## src/rtl/mips_pkg.sv

```systemverilog
// Shared MIPS pipeline types and constants.
// Holds the irq_ctrl FSM states, PCSrc codes and defaults.
package mips_pkg;

  localparam int NSRC_DEF = 4;
  localparam int HOLDOFF_DEF = 2;

  localparam logic [2:0] PCSRC_IRQ = 3'b100;
  localparam logic [2:0] PCSRC_EXC = 3'b101;

  typedef enum logic [2:0] {
    ST_IDLE    = 3'd0,
    ST_ARM     = 3'd1,
    ST_TAKE    = 3'd2,
    ST_SERVICE = 3'd3,
    ST_GUARD   = 3'd4
  } irqState_t;

endpackage

```

## src/rtl/irq_prio_enc.sv

```systemverilog
// Fixed-priority encoder: lowest set index wins.
// Combinational only; valid flags a non-empty input.
module irq_prio_enc #(
  parameter int N = 4,
  parameter int W = 2
) (
  input  logic [N-1:0] eligible,
  output logic         valid,
  output logic [W-1:0] idx
);

  always_comb begin
    idx = '0;
    for (int i = N - 1; i >= 0; i--)
      if (eligible[i]) idx = W'(i);
  end

  assign valid = |eligible;

endmodule

```

## src/rtl/irq_ctrl.sv

```systemverilog
// Interrupt controller: edge-latched pending, safe-slot take.
// Define IRQ_HOLDOFF_EN to build the post-eret GUARD holdoff.
module irq_ctrl
  import mips_pkg::*;
#(
  parameter  int NSRC    = NSRC_DEF,
  parameter  int HOLDOFF = HOLDOFF_DEF,
  localparam int CW      = (NSRC > 1) ? $clog2(NSRC) : 1
) (
  input  logic            clk,
  input  logic            reset,
  input  logic [NSRC-1:0] src_req,
  input  logic            mask_wr,
  input  logic [NSRC-1:0] mask_wdata,
  input  logic            kernel,
  input  logic            id_valid,
  input  logic            id_stall,
  input  logic            id_branch,
  input  logic            eret,
  output logic            IRQ,
  output logic [CW-1:0]   irq_cause,
  output logic [NSRC-1:0] pending,
  output logic [NSRC-1:0] mask,
  output logic            in_isr
);

  irqState_t       state;
  irqState_t       stateNext;
  logic [NSRC-1:0] srcQ;
  logic [NSRC-1:0] rise;
  logic [NSRC-1:0] eligible;
  logic [NSRC-1:0] takeClr;
  logic [CW-1:0]   selIdx;
  logic            anyElig;
  logic            safeSlot;
  logic            take;

  assign eligible = pending & mask;
  assign rise     = src_req & ~srcQ;
  assign safeSlot = id_valid & ~id_stall
                  & ~id_branch & ~kernel;
  assign take     = (state == ST_TAKE);
  assign IRQ      = take;
  assign in_isr   = take | (state == ST_SERVICE);

  irq_prio_enc #(
    .N(NSRC),
    .W(CW)
  ) uPrio (
    .eligible(eligible),
    .valid   (anyElig),
    .idx     (selIdx)
  );

  always_comb begin
    takeClr = '0;
    for (int i = 0; i < NSRC; i++)
      takeClr[i] = take & anyElig
                 & (selIdx == CW'(i));
  end

`ifdef IRQ_HOLDOFF_EN
  localparam int GW =
    (HOLDOFF > 1) ? $clog2(HOLDOFF) : 1;
  localparam logic [GW-1:0] GLAST =
    GW'((HOLDOFF > 0) ? HOLDOFF - 1 : 0);
  localparam irqState_t AFTER_ERET = ST_GUARD;

  logic [GW-1:0] guardCnt;
  logic          guardDone;

  assign guardDone = (guardCnt == GLAST);

  always_ff @(posedge clk or negedge reset) begin
    if (!reset)
      guardCnt <= '0;
    else if (state == ST_GUARD)
      guardCnt <= guardCnt + 1'b1;
    else
      guardCnt <= '0;
  end
`else
  localparam irqState_t AFTER_ERET = ST_IDLE;
`endif

  always_comb begin
    stateNext = state;
    unique case (state)
      ST_IDLE:
        if (anyElig) stateNext = ST_ARM;
      ST_ARM:
        if (!anyElig) stateNext = ST_IDLE;
        else if (safeSlot) stateNext = ST_TAKE;
      ST_TAKE:
        stateNext = ST_SERVICE;
      ST_SERVICE:
        if (eret) stateNext = AFTER_ERET;
`ifdef IRQ_HOLDOFF_EN
      ST_GUARD:
        if (guardDone) stateNext = ST_IDLE;
`endif
      default:
        stateNext = ST_IDLE;
    endcase
  end

  // A new edge on the bit being taken re-arms it: set beats clear.
  always_ff @(posedge clk or negedge reset) begin
    if (!reset) begin
      state     <= ST_IDLE;
      srcQ      <= '0;
      pending   <= '0;
      mask      <= '1;
      irq_cause <= '0;
    end else begin
      state   <= stateNext;
      srcQ    <= src_req;
      pending <= (pending & ~takeClr)
               | (rise & mask);
      if (mask_wr)
        mask <= mask_wdata;
      if (take && anyElig)
        irq_cause <= selIdx;
    end
  end

endmodule

```

## config.mk

```make
export PLATFORM = sky130hd
export DESIGN_NAME = irq_ctrl
export DESIGN_NICKNAME = d
export VERILOG_FILES = /design/src/rtl/mips_pkg.sv /design/src/rtl/irq_prio_enc.sv /design/src/rtl/irq_ctrl.sv
export SDC_FILE = /design/constraint.sdc
export NUM_CORES = 1
export LEC_CHECK = 0
export CORE_ASPECT_RATIO = 1.1
export CORE_MARGIN = 2
export CORE_UTILIZATION = 43
export DETAILED_ROUTE_END_ITERATION = 6
export HOLD_SLACK_MARGIN = 0.03
export PLACE_DENSITY = 0.83
export SYNTH_ARGS = -nofsm -noshare
export SYNTH_HDL_FRONTEND = slang
export SYNTH_SLANG_ARGS = --single-unit
```

## constraint.sdc

```tcl
create_clock -name clk -period 2.3 [get_ports clk]
set_input_delay 0.345 -clock clk [delete_from_list [all_inputs] [get_ports clk]]
set_output_delay 0.345 -clock clk [all_outputs]
set_load 0.05 [all_outputs]
```

# After elaboration in Yosys (flattened, before gate mapping)
# Index checks and enable logic that the tools add are counted.
# Widths: inputs -> output; s select.
[word_totals]
register_bits = 17
latchBits = 0
mem_bits_rw = 0
romBits = 0
inputBits = 16
out_inout_bits = 12
wordCells = 47
n_memories = 0
[classes]
addsub = 0
n_mul = 0
div = 0
order_cmp = 0
n_eq_ne = 9
shifts = 0
n_mux = 9
n_bitwise = 19
n_reduce_logical = 5
[op_table]
columns = ["op", "count"]
rows = [
  ["$and 4x4->4", 4],
  ["$mux 3", 4],
  ["$pmux 3 s4", 1],
  ["$and 1x1->1", 8],
  ["$mux 2", 4],
  ["$not 4->4", 2],
  ["$eq 3x2->1 const B", 2],
  ["$eq 2x2->1 const B", 2],
  ["$ne 2x2->1 const B", 2],
  ["$or 4x4->4", 1],
  ["$reduce_or 4->1", 1],
  ["$eq 3x1->1 const B", 1],
  ["$logic_not 3->1", 1],
  ["$ne 3x3->1 const B", 1],
  ["$not 1->1", 3],
  ["$reduce_and 3->1", 1],
  ["$eq 2x1->1 const B", 1],
  ["$logic_not 2->1", 1],
  ["$logic_and 1x1->1", 1],
  ["$or 1x1->1", 1],
]

# Depth between registers and ports, before layout
[logic_depth]
word_depth = 10
ltp_mapped = 4
ltp_nobuf = 3

# By module
# From an unflattened synthesis, not the netlist that was laid out.
[hier_totals]
cells_unflattened = 61
hier_area_um2 = 718.2
[by_module_without_submodules]
columns = ["module", "n_inst", "cells_per_inst", "area_per_inst_um2", "seq_area_each_um2"]
rows = [
  ["irq_ctrl", 1, 54, 683.2, 405.4],
  ["irq_prio_enc", 1, 7, 35.0, 0.0],
]

# Least setup slack after synthesis
# No wires, ideal clock.
[synth_timing]
path_type = "reg2reg"
start = "register pending[0]"
end = "register state[1]"
setup_time_ns = 0.121
t_arrival_ns = 1.258
required_time_ns = 2.179
setup_slack_ns = 0.921
path_stages_with_launch = 4
n_path_buf = 0
synth_period_minus_slack_ns = 1.379
path_cell_list = "dfrtp_1 -> a22o_1 -> or2_0 -> a22o_1"
[synth_via]
elab_chain_len = 4
word_cells_on_any_way = 7
cone_classes = "eq/ne: 2; mux: 2; bitwise: 1; reduce/logical: 2"
[synth_rtl]
columns = ["element", "line", "rtl"]
rows = [
  ["start, declared", "irq_ctrl.sv:22", "output logic [NSRC-1:0] pending,"],
  ["start signal, assigned", "irq_ctrl.sv:118", "pending <= (pending & ~takeClr)"],
  ["$and 4x4->4 *", "irq_ctrl.sv:38", "assign eligible = pending & mask;"],
  ["$reduce_or 4->1 *", "irq_prio_enc.sv:18", "assign valid = |eligible;"],
  ["$mux 3 (tied with other cells)", "irq_ctrl.sv:92", "if (!anyElig) stateNext = ST_IDLE;"],
  ["$pmux 3 s4 or $reduce_and 3->1 (tied branches)", "--", ""],
  ["end signal, assigned", "irq_ctrl.sv:116", "state <= stateNext;"],
  ["end, declared", "irq_ctrl.sv:27", "irqState_t state;"],
]
# Mark *: on every way between the ends. The rest lies on a longest branch, timed or not.
# A chain may end at the register's enable or synchronous reset.

# Final worst setup path
[layout_timing]
start = "register mask[1]"
end = "output port mask[1]"
[layout_lines]
columns = ["element", "line", "rtl"]
rows = [
  ["start, declared", "irq_ctrl.sv:23", "output logic [NSRC-1:0] mask,"],
  ["start signal, assigned", "irq_ctrl.sv:121", "mask <= mask_wdata;"],
]
# No word-level cell between the ends.

==> implementation parameters <==
Parameter                              Value

Placed design
  Port buffer count    27
  RD Place Congestion    0.7629
  Half-perimeter wire length after placement    1.105 mm

Pwr
  Switching share of power    0.3404
  Power spent charging and discharging nets    266.6 uW
  Peak VDD IR    456.1 uV
  Flop pwr share    0.452
  Post-layout total power    783.2 uW
  Combinational Power Share    0.317
  Leak Pwr    0.0004033 uW
  Power density of the placed cells    795.4 mW/mm^2
  Clock Power Share    0.232
  Cell internal power dissipation    516.6 uW

Synth
  Total of flip-flops plus latches after synthesis    16
  Post-synth top area cell    dfrtp_1
  Sequential cell area fraction in the yosys report    0.6102
  Top area cells in the synthesized netlist    dfrtp_1 (45%), dfstp_2 (16%), mux2_1 (6.8%)
  Synthesized area divided by synthesized cell count    12.30 sq um
  Number of nets in the synthesized netlist    70
  Post-Syn Instances    54
  Number of warnings printed during yosys synthesis    0
  Count of cell types in the netlist    24
  Proportion of netlist area held by the largest area contributor    0.4520
  Synth Cell Area    664.4 sq um

Worst setup path
  Critical Path, Cell by Cell    clkdlybuf4s50_1
  Reg-to-reg critical path startpoint    pending[0]
  Number of buffers and inverters on the critical path    1
  Standard cell with the maximum stage delay on the critical path    clkdlybuf4s50_1
  Data arrival time at the worst-slack endpoint    1.70 ns
  Data required time of the critical path    1.96 ns
  Worst-path maximum fanout    7
  Crit path largest cell delay    0.82 ns
  Crit path launch    mask[1]
  Classification of the worst setup path    reg2out
  Kind of start point of the critical path    register
  Gate family responsible for the most delay along the worst path    buffers and inverters
  CP Capture Type    output pin

Die
  Starting Density    0.4741
  Number of top-level pins    28
  Row cnt    14
  Die H    45.23 um
  Placeable Area    0.001401 sq mm
  Overall die area    0.001876 sq mm
  Horiz. Die Dim    41.48 um

Clock tree
  Clock tree from TritonCTS    built
  Worst-path clk slew    0.09 ns
  Num Clock Sinks    16
  Buffer count from post-CTS setup fixing    0
  Hold_buf cts    0
  Clock insertion delay at the later pin of the skew report    0.28 ns
  Number of CTS-inserted buffers    3
  Root Buffer Master    clkbuf_4
  Count of H-tree levels built during CTS    1
  Maximum clock path buffer count    2
  Post-cts sizing count    0

Min path
  Worst min-delay path category    in2async

Global routing
  Gr ovfl total    0
  Number of global-route vias before repair    545
  Number of antenna violations at the first check in global routing    0
  Largest net degree at the start of global routing    17
  Wire length of the first global-routing pass    2.256 mm
  Overall global routing resource usage    0.1616

Routing
  First DRT Iteration DRCs    19
  Number of design rule violations left after detail routing    0
  Post-detailed-route wirelength per cell    14.08 um
  Antenna viol nets, final    0
  Total routed wirelength    1.408 mm
  Vias per Instance    5.610
  TritonRoute pass-1 iters    4
  Detailed-route via count    561

Timing
  Achievable Freq    488.1 MHz
  Max Transition Viols Final    0
  Slew of the pin with the lowest slew margin    0.6668 ns
  Setup-violating endpoint count in the final report    0
  RSZ-0062 raised after global routing    false
  Final critical delay including setup and external delays    2.049 ns
  Share of the clock period used by the worst path    0.8907
  Post-route clock skew    0.001778 ns
  Worst rel slew slack    0.5541
  TNS Setup    0 ns
  Final hold violation count    0

Final layout
  Total Nets Final    101
  Register Area    405.4 sq um
  Antenna fix cells    0
  Share of final-layout standard cells stronger than drive strength 1    0.1190
  Count of filler cells inserted in the layout    100
  Layout Area Growth over Synthesis    48.21%
  Multi-input logic area    236.5 sq um
  Most common cell after layout, fill and taps aside    clkdlybuf4s50_1
  Commonest cells after routing, fill and taps aside    clkdlybuf4s50_1 (26), dfrtp_1 (12), nand2_1 (4), mux2_1 (4), dfstp_2 (4)
  Final standard cell utilization of the core    0.7027

Run status
  Run status    complete, no violations

Job
  Max_cap viols    0
[worst paths after layout]
path	slack [ns]	endpoint	cells past startpoint
max in group asynchronous	1.41	srcQ[2]	1
min in group clk	0.53	state[0]	1
hold reg to reg	0.53	state[0]	1
setup reg to reg	1.08	state[1]	3
setup / recovery	0.25	mask[1]	1
hold / removal	0.47	srcQ[3]	1
[cells in the mapped netlist]
| cell type | instances |
|---|---|
| inv_1 | 3 |
| a32o_1 | 3 |
| nor2_1 | 1 |
| dfrtp_1 | 12 |
| o21ai_0 | 1 |
| nand2_1 | 4 |
| a21oi_1 | 2 |
| and3b_1 | 1 |
| nand4bb_1 | 1 |
| a22o_1 | 3 |
| nand4_1 | 1 |
| a22oi_1 | 1 |
| dfstp_2 | 4 |
| clkbuf_1 | 1 |
| and2_1 | 1 |
| a21o_1 | 1 |
| or2_0 | 1 |
| a311oi_1 | 1 |
| nor3_1 | 3 |
| buf_4 | 1 |
| a211oi_1 | 1 |
| nand3_1 | 2 |
| nor2b_1 | 1 |
| mux2_1 | 4 |
[sequential cells by signal (all words and copies together), names as in the netlist]
register   count
mask           4
pending        4
srcQ           4
irq_cause      2
state          2
[power groups by stage]
stage	logic, uW	registers (uW)	clock network (uW)
floorplan	63.1	441	0
global placement	246	356	0
detailed placement	249	359	0
CTS	250	354	185
global route	260	359	192
finish	248	354	181
[layout make-up]
cell class	instances	share of cell area
sequential	16	0.4117
timing repair buffer	28	0.2795
multi-input combinational	33	0.2402
clock buffer	4	0.03685
tap	16	0.02033
inverter	3	0.01144
[metal layers]
metal,global-route usage,routed length (um),vias up
li1,-,-,261
met1,0.1818,584,265
met2,0.2969,694,33
met3,0.03200,117,2
met4,0.07742,12,0
met5,0,0,-
[worst reg2reg max path: stages, from the launching register on]
cell and delay (ns):
dfrtp_1 0.43, a22o_1 0.26, or2_0 0.23, a22o_1 0.20
[logic make-up after synthesis]
logic type / count (synthesis) / share of synthesized area
multiplexers: 4 / 0.06779
AO/OA/AOI/OAI: 13 / 0.1544
AND/OR/NAND/NOR: 16 / 0.1337
flip-flops: 16 / 0.6102
buffers and inverters: 5 / 0.03390
[metrics by stage]
step	setup slack, ns	std cells	hold WS, ns	area, sq um
after floorplan	0.9209	54	0.04941	664.4
after global placement	0.5840	96	0.4995	948.4
after detailed placement	0.5730	96	0.5120	948.4
after CTS	0.2485	100	0.4902	984.7
after global routing	0.2137	100	0.5275	984.7
final	0.2513	100	0.4656	984.7
(Power assumes the default switching activity.)
